### src/rtl/decoder_logic_unit_if.sv
// decoder_logic_unit_if: config, input and result signals of the decoder logic unit.
interface decoder_logic_unit_if #(parameter int N_IN = 2);
    localparam int TT_W = 1 << N_IN;
    logic            cfg_load;
    logic [TT_W-1:0] cfg_tt;
    logic            cfg_preset_en;
    logic [2:0]      cfg_preset;
    logic            in_valid;
    logic [N_IN-1:0] in_data;
    logic            out_valid;
    logic            out_y;
    logic [TT_W-1:0] out_onehot;
    modport master (
        output cfg_load, cfg_tt, cfg_preset_en, cfg_preset, in_valid, in_data,
        input  out_valid, out_y, out_onehot
    );
    modport slave (
        input  cfg_load, cfg_tt, cfg_preset_en, cfg_preset, in_valid, in_data,
        output out_valid, out_y, out_onehot
    );
endinterface

### src/rtl/decoder_logic_unit.sv
// decoder_logic_unit: N-input boolean function via one-hot decode, programmable truth table and OR reduce.
module decoder_logic_unit #(
    parameter int N_IN = 2
) (
    input logic                 clk,
    input logic                 rst_n,
    decoder_logic_unit_if.slave bus
);
    localparam int TT_W = 1 << N_IN;
    localparam logic [TT_W-1:0] ONE = TT_W'(1);
    logic [TT_W-1:0] xor_tt, preset_tt, tt_reg_d, tt_reg_q, tt_s1_q, onehot_q, out_oh_q;
    logic            v1_q, out_valid_q, out_y_q;
    for (genvar k = 0; k < TT_W; k++) begin : g_par
        assign xor_tt[k] = ^(6'(k));
    end
    always_comb begin
        case (bus.cfg_preset)
            3'd0:    preset_tt = ONE << (TT_W - 1);
            3'd1:    preset_tt = ~ONE;
            3'd2:    preset_tt = ~(ONE << (TT_W - 1));
            3'd3:    preset_tt = ONE;
            3'd4:    preset_tt = xor_tt;
            3'd5:    preset_tt = ~xor_tt;
            3'd6:    preset_tt = '0;
            default: preset_tt = '1;
        endcase
    end
    // a full table load overrides a preset request on the same edge
    assign tt_reg_d = bus.cfg_load ? bus.cfg_tt : bus.cfg_preset_en ? preset_tt : tt_reg_q;
    always_ff @(posedge clk or negedge rst_n) begin
        if (!rst_n) begin
            tt_reg_q    <= ~ONE;
            v1_q        <= 1'b0;
            onehot_q    <= '0;
            tt_s1_q     <= '0;
            out_valid_q <= 1'b0;
            out_y_q     <= 1'b0;
            out_oh_q    <= '0;
        end else begin
            tt_reg_q    <= tt_reg_d;
            v1_q        <= bus.in_valid;
            out_valid_q <= v1_q;
            if (bus.in_valid) begin
                onehot_q <= ONE << bus.in_data;
                tt_s1_q  <= tt_reg_q;
            end
            if (v1_q) begin
                out_y_q  <= |(onehot_q & tt_s1_q);
                out_oh_q <= onehot_q;
            end
        end
    end
    assign bus.out_valid  = out_valid_q;
    assign bus.out_y      = out_y_q;
    assign bus.out_onehot = out_oh_q;
endmodule
### src/flat_wrapper.sv
// flat-port wrapper written by rule: the top's interface ports become plain ports
module decoder_logic_unit_flat 
#(
    parameter int N_IN = 2
)
  (clk, rst_n, bus_cfg_load, bus_cfg_tt, bus_cfg_preset_en, bus_cfg_preset, bus_in_valid, bus_in_data, bus_out_valid, bus_out_y, bus_out_onehot);
  decoder_logic_unit_if #(.N_IN(N_IN)) bus_i ();
  input logic clk;
  input logic rst_n;
  input wire logic [$bits(bus_i.cfg_load)-1:0] bus_cfg_load;
  input wire logic [$bits(bus_i.cfg_tt)-1:0] bus_cfg_tt;
  input wire logic [$bits(bus_i.cfg_preset_en)-1:0] bus_cfg_preset_en;
  input wire logic [$bits(bus_i.cfg_preset)-1:0] bus_cfg_preset;
  input wire logic [$bits(bus_i.in_valid)-1:0] bus_in_valid;
  input wire logic [$bits(bus_i.in_data)-1:0] bus_in_data;
  output wire logic [$bits(bus_i.out_valid)-1:0] bus_out_valid;
  output wire logic [$bits(bus_i.out_y)-1:0] bus_out_y;
  output wire logic [$bits(bus_i.out_onehot)-1:0] bus_out_onehot;
  assign bus_i.cfg_load = bus_cfg_load;
  assign bus_i.cfg_tt = bus_cfg_tt;
  assign bus_i.cfg_preset_en = bus_cfg_preset_en;
  assign bus_i.cfg_preset = bus_cfg_preset;
  assign bus_i.in_valid = bus_in_valid;
  assign bus_i.in_data = bus_in_data;
  assign bus_out_valid = bus_i.out_valid;
  assign bus_out_y = bus_i.out_y;
  assign bus_out_onehot = bus_i.out_onehot;
  decoder_logic_unit #(.N_IN(N_IN)) u_core (.clk(clk), .rst_n(rst_n), .bus(bus_i));
endmodule
### config.mk
export PLATFORM = sky130hd
export DESIGN_NAME = decoder_logic_unit_flat
export DESIGN_NICKNAME = d
export VERILOG_FILES = /design/src/rtl/decoder_logic_unit_if.sv /design/src/rtl/decoder_logic_unit.sv /design/src/flat_wrapper.sv
export SDC_FILE = /design/constraint.sdc
export NUM_CORES = 1
export LEC_CHECK = 0
export ABC_CLOCK_PERIOD_IN_PS = 1200
export CORE_MARGIN = 4
export CORE_UTILIZATION = 46
export DETAILED_ROUTE_END_ITERATION = 7
export HOLD_SLACK_MARGIN = 0.05
export PLACE_DENSITY = 0.76
export SYNTH_ARGS = -nofsm -noshare
export SYNTH_HDL_FRONTEND = slang
export SYNTH_SLANG_ARGS = --single-unit
export TNS_END_PERCENT = 100
### constraint.sdc
create_clock -name clk -period 1.2 [get_ports clk]
set_input_delay 0.24 -clock clk [delete_from_list [all_inputs] [get_ports clk]]
set_output_delay 0.24 -clock clk [all_outputs]
set_load 0.05 [all_outputs]
After elaboration in Yosys (flattened, before gate mapping)
Index checks and enable logic that the tools add are counted.

Register bits after elaboration: 19. Input port bits: 14. Output and inout port bits: 6. Word-level logic and storage cells: 21.

Equality and inequality tests: 6. Shift operators: 1. Mux-type cells: 3. Bitwise gates (word level): 1. Reduce and logical (&&, ||, !) cells: 3.

Operators by type and width (count): $pmux 4 s7 (1); $eq 3x3->1 const B (3); $mux 4 (2); $eq 3x2->1 const B (2); $and 4x4->4 (1); $reduce_or 4->1 (1); $shl 1x2->4 const A (1); $eq 3x1->1 const B (1); $logic_not 3->1 (1); $reduce_bool 2->1 (1).

Logic depth before layout (Yosys ltp)
Gate-level depths: netlist (run 1).

Word-level depth: 4. Gate-level depth with buffers: 3. Gate-level depth less buffers: 3.

Worst setup path before layout (run 1)
Ideal clock, no wire load.

Path type: input-to-reg. Start point: input port bus_cfg_preset[1]. End point: register u_core.tt_reg_q[1]. Library setup time: 0.084 ns. Data arrival time: 0.926 ns. Required time: 1.116 ns. Path slack: 0.190 ns. Stages on the path: 3. Path buffers: 0. Cells stage by stage: xnor3_1 nor3b_2 a221o_2.

Word-level cells in the longest chain between the ends: 4. Elaborated cells on any way between the ends: 10.

RTL lines: from (decl) (RTL line flat_wrapper.sv:13) `input wire logic [$bits(bus_i.cfg_preset)-1:0] bus_cfg_preset;`; $eq 3x3->1 (tied with other cells) (RTL line decoder_logic_unit.sv:17) `case (bus.cfg_preset)`; $pmux 4 s7 (*) (RTL line decoder_logic_unit.sv:17); $mux 4 (*) (2 in a row) (RTL line decoder_logic_unit.sv:29) `assign tt_reg_d = bus.cfg_load ? bus.cfg_tt : bus.cfg_preset_en ? preset_tt : tt_reg_q;`; to (signal assigned) (RTL line decoder_logic_unit.sv:32) `tt_reg_q <= ~ONE;`; to (signal assigned) (RTL line decoder_logic_unit.sv:40) `tt_reg_q <= tt_reg_d;`; to (decl) (RTL line decoder_logic_unit.sv:11) `logic [TT_W-1:0] xor_tt, preset_tt, tt_reg_d, tt_reg_q, tt_s1_q, onehot_q, out_oh_q;`.

Every way passes the cells marked *; elsewhere a longest branch is shown, timed or not. The select of a mux whose other input is x is not followed. A chain may end at the register's enable or synchronous reset.

Worst setup path after layout (run 1)
Start point: register u_core.out_y_q (netlist: u_core.bus.out_y). End point: output port bus_out_y.

RTL lines: from (decl) (RTL line decoder_logic_unit.sv:12) `logic v1_q, out_valid_q, out_y_q;`; from (signal assigned) (RTL line decoder_logic_unit.sv:48) `out_y_q <= |(onehot_q & tt_s1_q);`; to (decl) (RTL line flat_wrapper.sv:17) `output wire logic [$bits(bus_i.out_y)-1:0] bus_out_y;`.

No word-level cell between the ends.

==> results of run 1 <==
==> final cells by class <==
type,instances,area [µm²]
sequential,19,479
fill,104,443
timing repair buffer,25,297
multi-input combinational,34,282
clock buffer,3,22.5
tap,16,20.0
inverter,3,11.3
clock inverter,1,5.00
==> registers in the layout, indices dropped and copies added, names as in the netlist <==
| signal | count |
|---|---|
| u_core.bus.out_valid | 1 |
| u_core.bus.out_y | 1 |
| u_core.onehot_q | 4 |
| u_core.bus.out_onehot | 4 |
| u_core.v1_q | 1 |
| u_core.tt_reg_q | 4 |
| u_core.tt_s1_q | 4 |
==> Yosys cell counts, drive strengths merged <==
| cell | n | share of area |
|---|---|---|
| mux2 | 9 | 0.13 |
| dfstp | 3 | 0.10 |
| nor2 | 6 | 0.029 |
| buf | 2 | 0.013 |
| a22oi | 2 | 0.019 |
| a311oi | 1 | 0.011 |
| xnor3 | 1 | 0.029 |
| nand3b | 2 | 0.019 |
| nor3b | 1 | 0.016 |
| o211ai | 1 | 0.0096 |
| dfrtp | 16 | 0.51 |
| o21ai | 3 | 0.019 |
| or2b | 1 | 0.0096 |
| nand2 | 1 | 0.0048 |
| inv | 3 | 0.014 |
| a21o | 1 | 0.0096 |
| a22o | 1 | 0.011 |
| a31oi | 1 | 0.0080 |
| nand3 | 1 | 0.0064 |
| a221o | 2 | 0.029 |
==> worst max-delay path by stage <==
stage / start / end / slack [ns] / cells past startpoint
floorplan: bus_cfg_preset[1] / u_core.tt_reg_q[1] / 0.19 / 3
global placement: bus_cfg_preset[1] / u_core.tt_reg_q[1] / -0.31 / 4
detailed placement: bus_cfg_preset[1] / u_core.tt_reg_q[2] / -0.33 / 4
CTS: bus_cfg_preset[0] / u_core.tt_reg_q[2] / 0.04 / 4
global route: u_core.bus.out_y / bus_out_y / 0.05 / 1
finish: u_core.bus.out_y / bus_out_y / 0.08 / 1
==> metal layers <==
layer,GRT usage,share of wire
met5,0,0
met3,0.0367,0.077
met4,0.0853,0.0089
met2,0.228,0.51
met1,0.130,0.40
==> cells by family after synthesis <==
family	after synthesis	synth area share
XOR/XNOR	1	0.0288
buffers and inverters	5	0.0272
flip-flops	19	0.613
multiplexers	9	0.130
AO/OA/AOI/OAI	12	0.117
AND/OR/NAND/NOR	12	0.0848
==> power by group through the flow <==
stage | clock network [mW] | logic, mW | registers (mW)
after floorplan | 0 | 0.103 | 0.847
after global placement | 0 | 0.367 | 0.784
after detailed placement | 0 | 0.375 | 0.788
after CTS | 0.323 | 0.374 | 0.776
after global routing | 0.347 | 0.394 | 0.783
final | 0.308 | 0.369 | 0.775
==> stage by stage <==
step,worst slack [ns],TNS (ns),hold slack (ns),instances
after floorplan,0.190,0,-0.0556,58
after global placement,-0.305,-1.90,0.496,97
after detailed placement,-0.334,-2.10,0.506,97
after CTS,0.0379,0,0.233,101
after global routing,0.0470,0,0.240,101
final,0.0803,0,0.241,101
==> repair_timing <==
action,in CTS,in global routing
pin swaps,2,2
resized for setup,1,1
setup endpoints to repair,2,2
==> flow_metrics.py, run 1 <==
metrics = {
    "outcome": {
        "status": "finished, final reports clean",
    },
    "synthesis": {
        "synth.distinct_cells": 20,
        "ys_seq_elements": 19,
        "yosysSeqAreaShare": 0.613,
        "synth_area_per_cell_um2": 13.5,
        "syn_area_um2": 782,
        "syn-num-nets": 72,
        "syn_inst": 58,
        "synth_warnings": 0,
    },
    "timing": {
        "fin_crit_sh": 0.933,
        "max_slew_margin": 0.818,
        "clock_skew_ns": 0.00999,
        "hold_viol_final": 0,
        "max_freq_ghz": 0.893,
        "setup_viol": 0,
        "rsz0062_at_grt": "no",
        "tightest_slew_ns": 0.273,
        "drv_slew": 0,
        "fin_crit_ns": 1.12,
    },
    "grt": {
        "antenna_found_initial": 0,
        "grt_usage": 0.129,
        "grt_max_degree": 14,
        "grt.overflow.total": 0,
        "grt_pass1_vias": 574,
        "grt_pass1_wl_um": 2330,
    },
    "critical_path": {
        "worst_setup_path_end_kind": "output pin",
        "reg2reg_depth": 1,
        "critPathMaxStageDelay_ns": 0.43,
        "cp-start-kind": "flop",
        "critPathBufInv": 1,
        "crit_arrival_ns": 0.88,
        "critPathMaxFanout": 2,
        "critPathRequiredTime_ns": 0.96,
        "timing.rr.end": "u_core.bus.out_onehot[3]",
        "slowest_stage": "dfrtp_1",
        "ff2ff_setup_slack_ns": 0.24,
        "critPathKind": "reg2out",
        "path_delay_family": "flip-flops",
        "r2r-start": "u_core.v1_q",
        "crit_chain": "buf_12",
    },
    "detailed_routing": {
        "final_antenna_net_count": 0,
        "dr.pass1.iters": 3,
        "vias_per_cell": 5.50,
        "wl_per_cell_um": 13.4,
        "routed_wl_um": 1350,
        "vias": 556,
        "drt_iter0_drc": 5,
        "drc": 0,
    },
    "die": {
        "fp.dieW_um": 49.2,
        "rows": 14,
        "core_area_um2": 1560,
        "dieArea_um2": 2420,
        "die_h_um": 49.2,
        "num_io_pins": 20,
        "start_util": 0.502,
    },
    "clock_tree": {
        "cts_tree": "yes",
        "clk_pin_slew_ns": 0.11,
        "hold_buffers": 0,
        "cts_setup_buffers": 0,
        "insertion_delay_ns": 0.29,
        "numCtsBuffers": 3,
        "cts_sinks": 19,
        "h-tree-depth": 1,
        "clock_path_buffers": 2,
        "root_buffer": "clkbuf_4",
    },
    "cells_and_area": {
        "final_cell_mix": "dfrtp_1, clkdlybuf4s50_1, mux2_2",
        "diodes": 0,
        "fin_area_um2": 1120,
        "drive_above_1_share": 0.365,
        "nets": 100,
        "final_util": 0.716,
        "area_growth_pct": 42.7,
        "final_common_cell": "dfrtp_1",
    },
    "power": {
        "p_seq_frac": 0.533,
        "p_per_area_nw_per_um2": 1300,
        "internal_power_mw": 1.05,
        "switchingPower_mw": 0.401,
        "clockPowerShare": 0.212,
        "combPwrFrac": 0.254,
        "total_leakage_power_nw": 0.510,
        "power_mw": 1.45,
        "vdd_ir_drop_max_uv": 689,
        "p_sw_frac": 0.276,
    },
    "placed_design": {
        "dpl-instance-area_um2": 1090,
        "place_congestion": 0.803,
        "port_buffers": 19,
        "hpwl_um": 1120,
    },
    "flow_run": {
        "cap_violations": 0,
    },
    "min_path": {
        "min_path_type": "in2async",
    },
}
No activity file was read; power rests on OpenSTA's default activity.
==> run 2, diff against run 1 <==
--- a/config.mk
+++ b/config.mk
@@ -8,6 +8,7 @@
 export ABC_CLOCK_PERIOD_IN_PS = 1200
 export CORE_MARGIN = 4
 export CORE_UTILIZATION = 46
+export CTS_BUF_LIST = sky130_fd_sc_hd__clkbuf_8 sky130_fd_sc_hd__clkbuf_16
 export DETAILED_ROUTE_END_ITERATION = 7
 export HOLD_SLACK_MARGIN = 0.05
 export PLACE_DENSITY = 0.76
==> flow_metrics.py, run 2 (synthesis gave the netlist of run 1 again) <==
metrics = {
    "cells_and_area": {
        "area_growth_pct": 45.4,
        "final-seq-area_um2": 479,
        "final_common_cell": "dfrtp_1",
        "fill_cells": 104,
        "nets": 100,
        "stdcell_count": 101,
        "fin_area_um2": 1140,
        "final_cell_mix": "dfrtp_1, clkdlybuf4s50_1, mux2_2",
        "diodes": 0,
        "multi_input_area_um2": 288,
        "drive_above_1_share": 0.376,
    },
    "detailed_routing": {
        "drt_iter0_drc": 2,
        "routed_wl_um": 1410,
        "vias_per_cell": 5.49,
        "vias": 554,
        "dr.pass1.iters": 3,
        "drc": 0,
        "final_antenna_net_count": 0,
        "wl_per_cell_um": 14.0,
    },
    "clock_tree": {
        "insertion_delay_ns": 0.26,
        "numCtsBuffers": 3,
        "clk_pin_slew_ns": 0.07,
        "cts_sinks": 19,
        "cts_setup_buffers": 0,
        "cts_tree": "yes",
        "clock_path_buffers": 2,
        "h-tree-depth": 1,
        "root_buffer": "clkbuf_8",
    },
    "flow_run": {
        "cap_violations": 0,
    },
    "timing": {
        "fin_crit_ns": 1.18,
        "drv_slew": 0,
        "hold_viol_final": 0,
        "setup_slack_ns": 0.0250,
        "clock_skew_ns": 0.00241,
        "max_freq_ghz": 0.851,
        "fin_crit_sh": 0.979,
        "setup_viol": 0,
        "max_slew_margin": 0.811,
        "tightest_slew_ns": 0.282,
    },
    "power": {
        "internal_power_mw": 1.16,
        "clockPowerShare": 0.274,
        "power_mw": 1.58,
        "p_sw_frac": 0.267,
        "switchingPower_mw": 0.423,
        "vdd_ir_drop_max_uv": 1130,
        "p_per_area_nw_per_um2": 1390,
        "p_seq_frac": 0.491,
        "combPwrFrac": 0.235,
        "total_leakage_power_nw": 0.512,
    },
    "die": {
        "die_h_um": 49.2,
        "num_io_pins": 20,
        "rows": 14,
        "core_area_um2": 1560,
        "fp.dieW_um": 49.2,
        "start_util": 0.502,
        "dieArea_um2": 2420,
    },
    "grt": {
        "grt.overflow.total": 0,
        "grt_pass1_vias": 571,
        "antenna_found_initial": 0,
        "grt_max_degree": 14,
        "grt_usage": 0.139,
        "grt_pass1_wl_um": 2380,
    },
    "critical_path": {
        "critPathRequiredTime_ns": 1.40,
        "critPathMaxFanout": 3,
        "critPathKind": "in2reg",
        "cp-start-kind": "input pin",
        "crit_arrival_ns": 1.38,
        "worst_setup_path_end_kind": "flop",
    },
    "placed_design": {
        "port_buffers": 19,
        "dpl-instance-area_um2": 1090,
        "hpwl_um": 1120,
        "place_ws_ns": -0.334,
        "place_congestion": 0.803,
        "dpl.cell_count": 97,
    },
    "min_path": {
        "min_path_type": "in2async",
    },
    "outcome": {
        "status": "finished, final reports clean",
    },
}
run 2: cell types whose count changed in the layout (fill, tap and decap cells not counted), sizes merged:
cell,previous run,this run
dlymetal6s2s,1,0
dlygate4sd2,1,2
run 2: timing repair:
item                                    4_1_cts  5_1_grt
resized for setup                             2        1
pin swaps                                     2        0
hold buffers                                  0        0
endpoints found under the setup margin        2        1
run 2: path summary, 6_finish.rpt:
| path | startpoint | endpoint | slack (ns) | cells past startpoint |
|---|---|---|---|---|
| max reg2reg | u_core.v1_q | u_core.bus.out_onehot[0] | 0.25 | 1 |
| max in group asynchronous | rst_n | u_core.tt_reg_q[3] | 0.72 | 2 |
| min | rst_n | u_core.onehot_q[3] | 0.28 | 2 |
| min reg2reg | u_core.tt_reg_q[0] | u_core.tt_s1_q[0] | 0.52 | 1 |
| max | bus_cfg_preset[1] | u_core.tt_reg_q[0] | 0.02 | 4 |
| min in group clk | u_core.tt_reg_q[0] | u_core.tt_s1_q[0] | 0.52 | 1 |
run 2: worst max-delay path, cell delays in order:
cell and delay, ns:
clkdlybuf4s50_1 0.50, or2b_1 0.25, a311oi_2 0.27, a21o_1 0.11
run 2: cell type report:
type                       count  share of cell area
tap                           16              0.0176
sequential                    19               0.421
clock inverter                 1             0.00440
clock buffer                   3              0.0363
timing repair buffer          25               0.257
multi-input combinational     34               0.253
inverter                       3             0.00990
run 2: metrics by stage:
stage	hold slack (ns)	setup TNS [ns]	utilization
after floorplan	-0.0556	0	-
after global routing	0.286	-0.0175	0.730
final	0.278	0	0.730
after global placement	0.496	-1.90	0.697
after CTS	0.276	0	0.726
after detailed placement	0.506	-2.10	0.697
run 2: layer usage:
layer / vias to the layer above / track usage / wire length [µm]
met5: - / 0 / 0
met4: 0 / 0.114 / 46
met3: 5 / 0.0581 / 122
met2: 21 / 0.237 / 700
met1: 265 / 0.126 / 541
li1: 263 / - / -
run 2: power groups by stage:
| stage | clock network [mW] | logic, mW | registers, mW |
|---|---|---|---|
| after global routing | 0.477 | 0.397 | 0.784 |
| after floorplan | 0 | 0.103 | 0.847 |
| after global placement | 0 | 0.367 | 0.784 |
| after CTS | 0.455 | 0.374 | 0.777 |
| after detailed placement | 0 | 0.375 | 0.788 |
| final | 0.433 | 0.373 | 0.777 |
==> run 3, diff against run 2 <==
--- a/config.mk
+++ b/config.mk
@@ -9,9 +9,11 @@
 export CORE_MARGIN = 4
 export CORE_UTILIZATION = 46
 export CTS_BUF_LIST = sky130_fd_sc_hd__clkbuf_8 sky130_fd_sc_hd__clkbuf_16
+export CTS_CLUSTER_SIZE = 16
 export DETAILED_ROUTE_END_ITERATION = 7
 export HOLD_SLACK_MARGIN = 0.05
 export PLACE_DENSITY = 0.76
+export SLEW_MARGIN = 5
 export SYNTH_ARGS = -nofsm -noshare
 export SYNTH_HDL_FRONTEND = slang
 export SYNTH_SLANG_ARGS = --single-unit
==> results of run 3 <==
Same layout as run 2: the final DEF is identical, and so are final timing and power.
